**src/rtl/matmul_operand_loader.sv**
```systemverilog
// Buffers matrix A and matrix B from a host valid/ready stream, then replays them
// to the 3-lane multiplier as one (A, B) element pair per clock.
//
// state     | meaning
// ----------+-------------------------------------------------------------
// ST_IDLE   | waiting for load_start; in_ready low
// ST_LOAD   | accepting A/B elements in any interleaving until both full
// ST_STREAM | k = 0..N-1, one registered element pair per cycle
// ST_DONE   | one cycle; stream_done is registered out on the way to IDLE
module matmul_operand_loader #(
    parameter int P  = 3,
    parameter int Q  = 3,
    parameter int R  = 3,
    parameter int S  = 3,
    parameter int DW = 8,
    parameter int AW = 8
) (
    input  logic          clk,
    input  logic          rst_n,
    input  logic          clear,
    input  logic          load_start,
    input  logic          in_valid,
    input  logic          in_sel,
    input  logic [DW-1:0] in_data,
    output logic          in_ready,
    output logic [DW-1:0] A_val,
    output logic [AW-1:0] A_loc,
    output logic [DW-1:0] B_val,
    output logic [AW-1:0] B_loc,
    output logic          mat_valid,
    output logic          stream_done,
    output logic          busy
);

    localparam int NA  = P * Q;
    localparam int NB  = R * S;
    localparam int NN  = (NA > NB) ? NA : NB;
    localparam int AIW = (NA > 1) ? $clog2(NA) : 1;
    localparam int BIW = (NB > 1) ? $clog2(NB) : 1;

    localparam logic [AW:0]   NA_W    = (AW + 1)'(NA);
    localparam logic [AW:0]   NB_W    = (AW + 1)'(NB);
    localparam logic [AW:0]   NN_LAST = (AW + 1)'(NN - 1);
    localparam logic [AW:0]   ONE_W   = (AW + 1)'(1);
    localparam logic [AW-1:0] A_LAST  = AW'(NA - 1);
    localparam logic [AW-1:0] B_LAST  = AW'(NB - 1);

    localparam logic [1:0] ST_IDLE   = 2'd0;
    localparam logic [1:0] ST_LOAD   = 2'd1;
    localparam logic [1:0] ST_STREAM = 2'd2;
    localparam logic [1:0] ST_DONE   = 2'd3;

    logic [1:0]    state_q, state_d;
    logic [AW:0]   a_cnt_q, a_cnt_d;
    logic [AW:0]   b_cnt_q, b_cnt_d;
    logic [AW:0]   k_q, k_d;
    logic [DW-1:0] a_val_q, a_val_d;
    logic [AW-1:0] a_loc_q, a_loc_d;
    logic [DW-1:0] b_val_q, b_val_d;
    logic [AW-1:0] b_loc_q, b_loc_d;
    logic          mat_valid_q, mat_valid_d;
    logic          stream_done_q, stream_done_d;

    logic [DW-1:0] buf_a_q [NA];
    logic [DW-1:0] buf_b_q [NB];

    logic          a_we, b_we, hs;
    logic [AW-1:0] a_loc_nxt, b_loc_nxt;

    assign in_ready = (state_q == ST_LOAD) &&
                      (in_sel ? (b_cnt_q < NB_W) : (a_cnt_q < NA_W));
    assign hs   = in_valid && in_ready && !clear;
    assign a_we = hs && !in_sel;
    assign b_we = hs && in_sel;

    // The shorter matrix keeps re-driving its last element until the longer one finishes.
    assign a_loc_nxt = (k_q < NA_W) ? k_q[AW-1:0] : A_LAST;
    assign b_loc_nxt = (k_q < NB_W) ? k_q[AW-1:0] : B_LAST;

    always_comb begin
        state_d       = state_q;
        a_cnt_d       = a_cnt_q;
        b_cnt_d       = b_cnt_q;
        k_d           = k_q;
        a_val_d       = a_val_q;
        a_loc_d       = a_loc_q;
        b_val_d       = b_val_q;
        b_loc_d       = b_loc_q;
        mat_valid_d   = 1'b0;
        stream_done_d = 1'b0;

        case (state_q)
            ST_IDLE: begin
                if (load_start) begin
                    state_d = ST_LOAD;
                    a_cnt_d = '0;
                    b_cnt_d = '0;
                end
            end
            ST_LOAD: begin
                if ((a_cnt_q == NA_W) && (b_cnt_q == NB_W)) begin
                    state_d = ST_STREAM;
                    k_d     = '0;
                end else begin
                    if (a_we) a_cnt_d = a_cnt_q + ONE_W;
                    if (b_we) b_cnt_d = b_cnt_q + ONE_W;
                end
            end
            ST_STREAM: begin
                mat_valid_d = 1'b1;
                a_loc_d     = a_loc_nxt;
                a_val_d     = buf_a_q[a_loc_nxt[AIW-1:0]];
                b_loc_d     = b_loc_nxt;
                b_val_d     = buf_b_q[b_loc_nxt[BIW-1:0]];
                if (k_q == NN_LAST) begin
                    state_d = ST_DONE;
                    k_d     = '0;
                end else begin
                    k_d = k_q + ONE_W;
                end
            end
            ST_DONE: begin
                stream_done_d = 1'b1;
                state_d       = ST_IDLE;
                a_cnt_d       = '0;
                b_cnt_d       = '0;
            end
            default: state_d = ST_IDLE;
        endcase

        if (clear) begin
            state_d       = ST_IDLE;
            a_cnt_d       = '0;
            b_cnt_d       = '0;
            k_d           = '0;
            a_val_d       = '0;
            a_loc_d       = '0;
            b_val_d       = '0;
            b_loc_d       = '0;
            mat_valid_d   = 1'b0;
            stream_done_d = 1'b0;
        end
    end

    always_ff @(posedge clk or negedge rst_n) begin
        if (!rst_n) begin
            state_q       <= ST_IDLE;
            a_cnt_q       <= '0;
            b_cnt_q       <= '0;
            k_q           <= '0;
            a_val_q       <= '0;
            a_loc_q       <= '0;
            b_val_q       <= '0;
            b_loc_q       <= '0;
            mat_valid_q   <= 1'b0;
            stream_done_q <= 1'b0;
        end else begin
            state_q       <= state_d;
            a_cnt_q       <= a_cnt_d;
            b_cnt_q       <= b_cnt_d;
            k_q           <= k_d;
            a_val_q       <= a_val_d;
            a_loc_q       <= a_loc_d;
            b_val_q       <= b_val_d;
            b_loc_q       <= b_loc_d;
            mat_valid_q   <= mat_valid_d;
            stream_done_q <= stream_done_d;
        end
    end

    // Buffer contents need no reset: every entry is rewritten before it is streamed.
    always_ff @(posedge clk) begin
        if (a_we) buf_a_q[a_cnt_q[AIW-1:0]] <= in_data;
        if (b_we) buf_b_q[b_cnt_q[BIW-1:0]] <= in_data;
    end

    assign A_val       = a_val_q;
    assign A_loc       = a_loc_q;
    assign B_val       = b_val_q;
    assign B_loc       = b_loc_q;
    assign mat_valid   = mat_valid_q;
    assign stream_done = stream_done_q;
    assign busy        = (state_q == ST_LOAD) || (state_q == ST_STREAM);

endmodule

```
**config.mk**
```make
export PLATFORM = sky130hd
export DESIGN_NAME = matmul_operand_loader
export DESIGN_NICKNAME = d
export VERILOG_FILES = /design/src/rtl/matmul_operand_loader.sv
export SDC_FILE = /design/constraint.sdc
export NUM_CORES = 1
export LEC_CHECK = 0
export CORE_AREA = 2 2 181 94
export CTS_CLUSTER_SIZE = 28
export DETAILED_ROUTE_END_ITERATION = 10
export DIE_AREA = 0 0 183 96
export PLACE_DENSITY = 0.82
export SLEW_MARGIN = 30
export SYNTH_ARGS = -nofsm -noshare
export SYNTH_HDL_FRONTEND = slang
export SYNTH_SLANG_ARGS = --single-unit
```
**constraint.sdc**
```tcl
create_clock -name clk -period 3.5 [get_ports clk]
set_input_delay 0.35 -clock clk [delete_from_list [all_inputs] [get_ports clk]]
set_output_delay 0.35 -clock clk [all_outputs]
set_load 0.05 [all_outputs]
```
Yosys cells after proc, flatten, opt, wreduce, memory -nomap -nowiden
Memory sizes are Yosys's and may differ from the RTL's.
Cells that the tools add are included.
{"block": "word_totals", "register_bits": 55, "ramBits": 144, "input_bits": 14, "output_inout_bits": 36, "word_cells": 80, "memories": 2}
{"block": "classes", "addsub": 3, "n_lt_le_gt_ge": 3, "n_eq_ne": 12, "mux": 34, "reduce_logical": 17}
{"name": "buf_a_q", "words": 9, "word_bits": 8, "read_ports": 1, "rd_clocked_by_memory_dff": 0, "write_ports": 1, "line": "64", "source": "logic [DW-1:0] buf_a_q [NA];"}
{"name": "buf_b_q", "words": 9, "word_bits": 8, "read_ports": 1, "rd_clocked_by_memory_dff": 0, "write_ports": 1, "line": "65", "source": "logic [DW-1:0] buf_b_q [NB];"}
{"op": "2-to-1 mux 9 bit", "count": 10}
{"op": "2-to-1 mux 8 bit", "count": 7}
{"op": "one-hot mux 9 bit (3 select lines)", "count": 2}
{"op": "adder 9 x 1 -> 9 bit, second input constant", "count": 3}
{"op": "equality test 9 x 4 -> 1 bit, second input constant", "count": 3}
{"op": "< comparator 9 x 4 -> 1 bit, second input constant", "count": 3}
{"op": "one-hot mux 9 bit (2 select lines)", "count": 1}
{"op": "!= test 3 bit, second input constant", "count": 5}
{"op": "2-to-1 mux 1 bit", "count": 9}
{"op": "2-to-1 mux 2 bit", "count": 4}
{"op": "one-hot mux 2 bit (4 select lines)", "count": 1}
{"op": "AND reduction 4 bit", "count": 2}
{"op": "logical AND 1 bit", "count": 6}
{"op": "equality test 2 bit, second input constant", "count": 2}
{"op": "nonzero test 4 bit", "count": 1}
{"op": "!= test 3 x 2 -> 1 bit, second input constant", "count": 1}
{"op": "AND reduction 3 bit", "count": 1}
{"op": "nonzero test 3 bit", "count": 1}
{"op": "equality test 2 x 1 -> 1 bit, second input constant", "count": 1}
{"op": "logical NOT 1 bit", "count": 2}
{"op": "logical NOT 2 bit", "count": 1}
{"op": "AND reduction 2 bit", "count": 1}
{"op": "nonzero test 2 bit", "count": 1}
{"op": "logical OR 1 bit", "count": 1}

Longest topological paths before layout
{"block": "depth", "ltp_word": 10, "depth_mapped": 9, "mapped_depth_nobuf": 7}

Worst setup path before layout
No wires, ideal clock.
{"block": "synth_path", "path_kind": "reg2reg", "start": "register state_q[1]", "end": "memory buf_a_q[1][0], enable pin", "arrival_ns": 2.059, "setup_slack_ns": 1.046, "path_stages_with_launch": 7, "path_buffers": 1, "period_less_slack_ns": 2.454, "path_cell_list": "dfrtp_1 inv_1 ha_1 buf_2 nor4bb_1 nand3_1 nor4_1"}
{"block": "synth_between", "elab_chain_cells": 7}
{"item": "from (decl)", "line": "53", "source": "logic [1:0] state_q, state_d;"}
{"item": "from (signal assigned)", "line": "158", "source": "state_q <= state_d;"}
{"item": "equality test 2 x 1 -> 1 bit", "line": "70", "source": "assign in_ready = (state_q == ST_LOAD) &&"}
{"item": "logical AND 1 bit", "line": "70"}
{"item": "logical AND 1 bit (2 in series)", "line": "72", "source": "assign hs = in_valid && in_ready && !clear;"}
{"item": "logical AND 1 bit", "line": "73", "source": "assign a_we = hs && !in_sel;"}
{"item": "2-to-1 mux 1 bit", "line": "173", "source": "if (a_we) buf_a_q[a_cnt_q[AIW-1:0]] <= in_data;"}
{"item": "2-to-1 mux 1 bit (not written as such)", "line": "173"}
{"item": "to (decl)", "line": "64"}
No other way between the ends.

Worst setup path in the final report
{"block": "layout_path", "start": "register a_cnt_q[6]", "end": "output port in_ready"}
{"block": "layout_between", "elab_chain_cells": 3}
{"item": "from (decl)", "line": "54", "source": "logic [AW:0] a_cnt_q, a_cnt_d;"}
{"item": "from (signal assigned)", "line": "159", "source": "a_cnt_q <= a_cnt_d;"}
{"item": "< comparator 9 x 4 -> 1 bit", "line": "71", "source": "(in_sel ? (b_cnt_q < NB_W) : (a_cnt_q < NA_W));"}
{"item": "2-to-1 mux 1 bit", "line": "71"}
{"item": "logical AND 1 bit", "line": "70"}
{"item": "to (decl)", "line": "25", "source": "output logic in_ready,"}
No other way between the ends.

==> metrics.csv <==
stage,metric,value,unit
sta,final setup TNS,0,ps
clock_tree,CTS H-tree depth,4,
placement,Setup Slack @ Placement,838,ps
power_and_ir_drop,Cell Pwr Density,552,mW/mm^2
final_layout,Total Nets Final,703,
min_path,Hold WC Path Type,in -> async,
sta,final setup vio count,0,
synth,"Async S/R FF share, synth",27.6,%
placement,Placed Cells incl. Taps,865,
sta,Final Hold Fails,0,
synth,Synth Register Bits,199,
power_and_ir_drop,maximum vdd drop,0.359,mV
clock_tree,Num CTS Buffers,17,
run_status,status,"finished, final reports clean",
power_and_ir_drop,clock power share,34.4,%
power_and_ir_drop,Sw Ratio,28.3,%
sta,Final Cycle Share,82.9,%
routing,drt wl/cell,23.3,um
floorplan,Ports,50,
floorplan,Initial Util,53.8,%
clock_tree,Hold Buf Count CTS,0,
sta,RSZ-0062 raised after global routing,false,
sta,relative slew slack,37.3,%
global_route,Congestion Overflow GR,0,
floorplan,Die Y-Extent,96,um
critical_path,crit-path cells,or4_4 > nor4_1 > a31oi_1 > nor2_1 > clkdlybuf4s50_1,
placement,gpl congestion,0.872,
power_and_ir_drop,leak pwr,3.50,nW
critical_path,critical path class,reg -> out,
sta,Highest Clock Rate,345,MHz
power_and_ir_drop,"Power, Total",5.45,mW
sta,post-route setup slack,597,ps
floorplan,FP Rows,33,
critical_path,CP startpoint kind,flip-flop,
clock_tree,Clock transition at path regs,70,ps
synth,Mean Syn Cell Area,13.6,sq um
final_layout,"commonest cells after routing, fill and taps aside","edfxtp_1, dfrtp_1, nor2_1",
placement,Placed Area,0.00930,sq mm
clock_tree,worst skew pair latency,430,ps
routing,Final ANT Viol Nets,0,
power_and_ir_drop,Seq pwr share,48.3,%
run,Max Cap Violations,0,
synth,synthesized cell area,0.00862,sq mm
critical_path,Crit-path slowest cell,clkdlybuf4s50_1,
critical_path,CP peak stage delay,810,ps
clock_tree,root buf cell,clkbuf_16,
final_layout,Final Util,61.7,%
routing,First-pass DRT Iterations,5,
routing,DRC,0,
sta,Final min period,2900,ps
clock_tree,post_cts resized,0,
synth,Post-Syn Nets,660,
floorplan,core region area,0.0160,sq mm
final_layout,# diodes,0,
final_layout,Layout area overhead,14.6,%
global_route,pin count of the biggest net entering global routing,36,
synth,"EDFF count, synth",144,
synth,yosys warns,0,
clock_tree,CTS tree,built,
final_layout,share of cells above drive strength 1,12.9,%
global_route,Total GRT Usage,25.6,%
global_route,vias in the first global route,5474,
power_and_ir_drop,P_sw,1.54,mW
routing,via count,5691,
synth,sequential area share after synthesis,66.1,%
sta,Fin Hold WS,447,ps
global_route,first-pass GRT wire length,32400,um
clock_tree,Max clock buf depth,2,
critical_path,peak fanout along the critical path,3,
placement,Port Buffers,49,
synth,ys flop type,edfxtp_1,
critical_path,CP Capture Type,output pin,
routing,DR iter-0 viols,680,
clock_tree,CTS sink cnt,199,
final_layout,fill count,1184,
global_route,initial antenna violation count,0,
sta,Final Max Tran Viols,0,
placement,DP HPWL,14100,um
power_and_ir_drop,P_int,3.91,mW
synth,synth unique cells,54,
final_layout,final instance area,0.00988,sq mm
final_layout,Non-Filler Instances,898,
critical_path,worst path arrival time,2550,ps
clock_tree,Post CTS Setup Buffer Count,0,
floorplan,Die W,183,um
sta,Slew @ Worst Pin,941,ps
final_layout,most common library cell in the layout ignoring fill and taps,edfxtp_1,
power_and_ir_drop,Logic pwr share,17.3,%
routing,WL final,21000,um
routing,number of vias per cell,6.34,
critical_path,Required @ worst endpoint,3150,ps
floorplan,die area,0.0176,sq mm
sta,Layout Skew,10.8,ps
synth,Syn Inst Count,632,
## synth_stat cells, drive strengths merged, types with 5 or more instances
cell / instances / area (sq um)
ha: 14 / 175
nand3: 41 / 205
nand2: 12 / 47.6
nand2b: 8 / 50.1
nor2: 55 / 206
a211oi: 17 / 128
inv: 17 / 63.8
and2: 17 / 106
clkbuf: 20 / 75.1
o21a: 18 / 135
o31ai: 7 / 52.6
dfrtp: 55 / 1380
nor2b: 8 / 50.1
a21oi: 8 / 40.0
mux2: 16 / 180
edfxtp: 144 / 4320
nor3: 5 / 36.3
nor4: 7 / 43.8
o22ai: 16 / 100
mux2i: 40 / 400
and3: 12 / 75.1
buf: 25 / 148
a221oi: 16 / 203
o21ai: 17 / 85.1
a31oi: 6 / 37.5
## cell families (layout without fill, tap and decap cells)
kind of cell	Yosys count	after routing	share of synthesized area [%]
compound gates	118	118	10.4
fa+ha+maj	14	14	2.03
buf+inv	62	118	3.32
flops	199	199	66.1
mux	56	56	6.73
simple gates	183	183	11.4
## cell type report
cell class                      instances  area [sq um]  area share (%)
Clock buffer                           19           443            4.48
Clock inverter                         13           123            1.24
Inverter                               17          63.8           0.646
Multi-Input combinational cell        371          2650            26.8
Sequential cell                       199          5700            57.7
Tap cell                              210           263            2.66
Timing Repair Buffer                   69           641            6.48
## final timing paths
kind / slack, ps / cells past startpoint / start / endpoint
worst max-delay path: 600 / 5 / a_cnt_q[6] / in_ready
worst max register to register: 800 / 7 / state_q[1] / k_q[2]
max in group asynchronous: 2350 / 3 / rst_n / a_cnt_q[0]
worst min-delay path: 450 / 2 / rst_n / B_loc[6]
min in group clk: 490 / 1 / b_cnt_q[7] / b_cnt_q[7]
worst min register to register: 490 / 1 / b_cnt_q[7] / b_cnt_q[7]
## sequential cells by signal, indices dropped and copies added, names as in the netlist
name         count
k_q              9
B_val            8
B_loc            8
buf_b_q         72
A_val            8
stream_done      1
buf_a_q         72
mat_valid        1
a_cnt_q          9
state_q          2
b_cnt_q          9
## layer usage
| metal | wire length, um | track usage, % | part of all wire [%] | vias up |
|---|---|---|---|---|
| li1 | - | - | - | 2476 |
| met1 | 9390 | 37.5 | 45 | 2832 |
| met2 | 8950 | 37.5 | 43 | 341 |
| met3 | 2300 | 7.23 | 11 | 42 |
| met4 | 323 | 7.27 | 1.5 | 0 |
| met5 | 0 | 0 | 0 | - |
## worst max-delay path: cells and delay by family, from the launching register on
kind / cells / cell delay [ps]
compound gates: 1 / 60
simple gates: 3 / 870
flops: 1 / 390
buf+inv: 1 / 810
## power groups by stage
| stage | clock network [mW] | logic (mW) | registers, mW |
|---|---|---|---|
| global placement | 0 | 0.891 | 2.68 |
| CTS | 1.90 | 0.932 | 2.63 |
| detailed placement | 0 | 0.926 | 2.68 |
| floorplan | 0 | 0.533 | 2.77 |
| global route | 2.00 | 1.01 | 2.63 |
| finish | 1.87 | 0.946 | 2.63 |
Note: power is estimated with default switching activity, not from simulation.
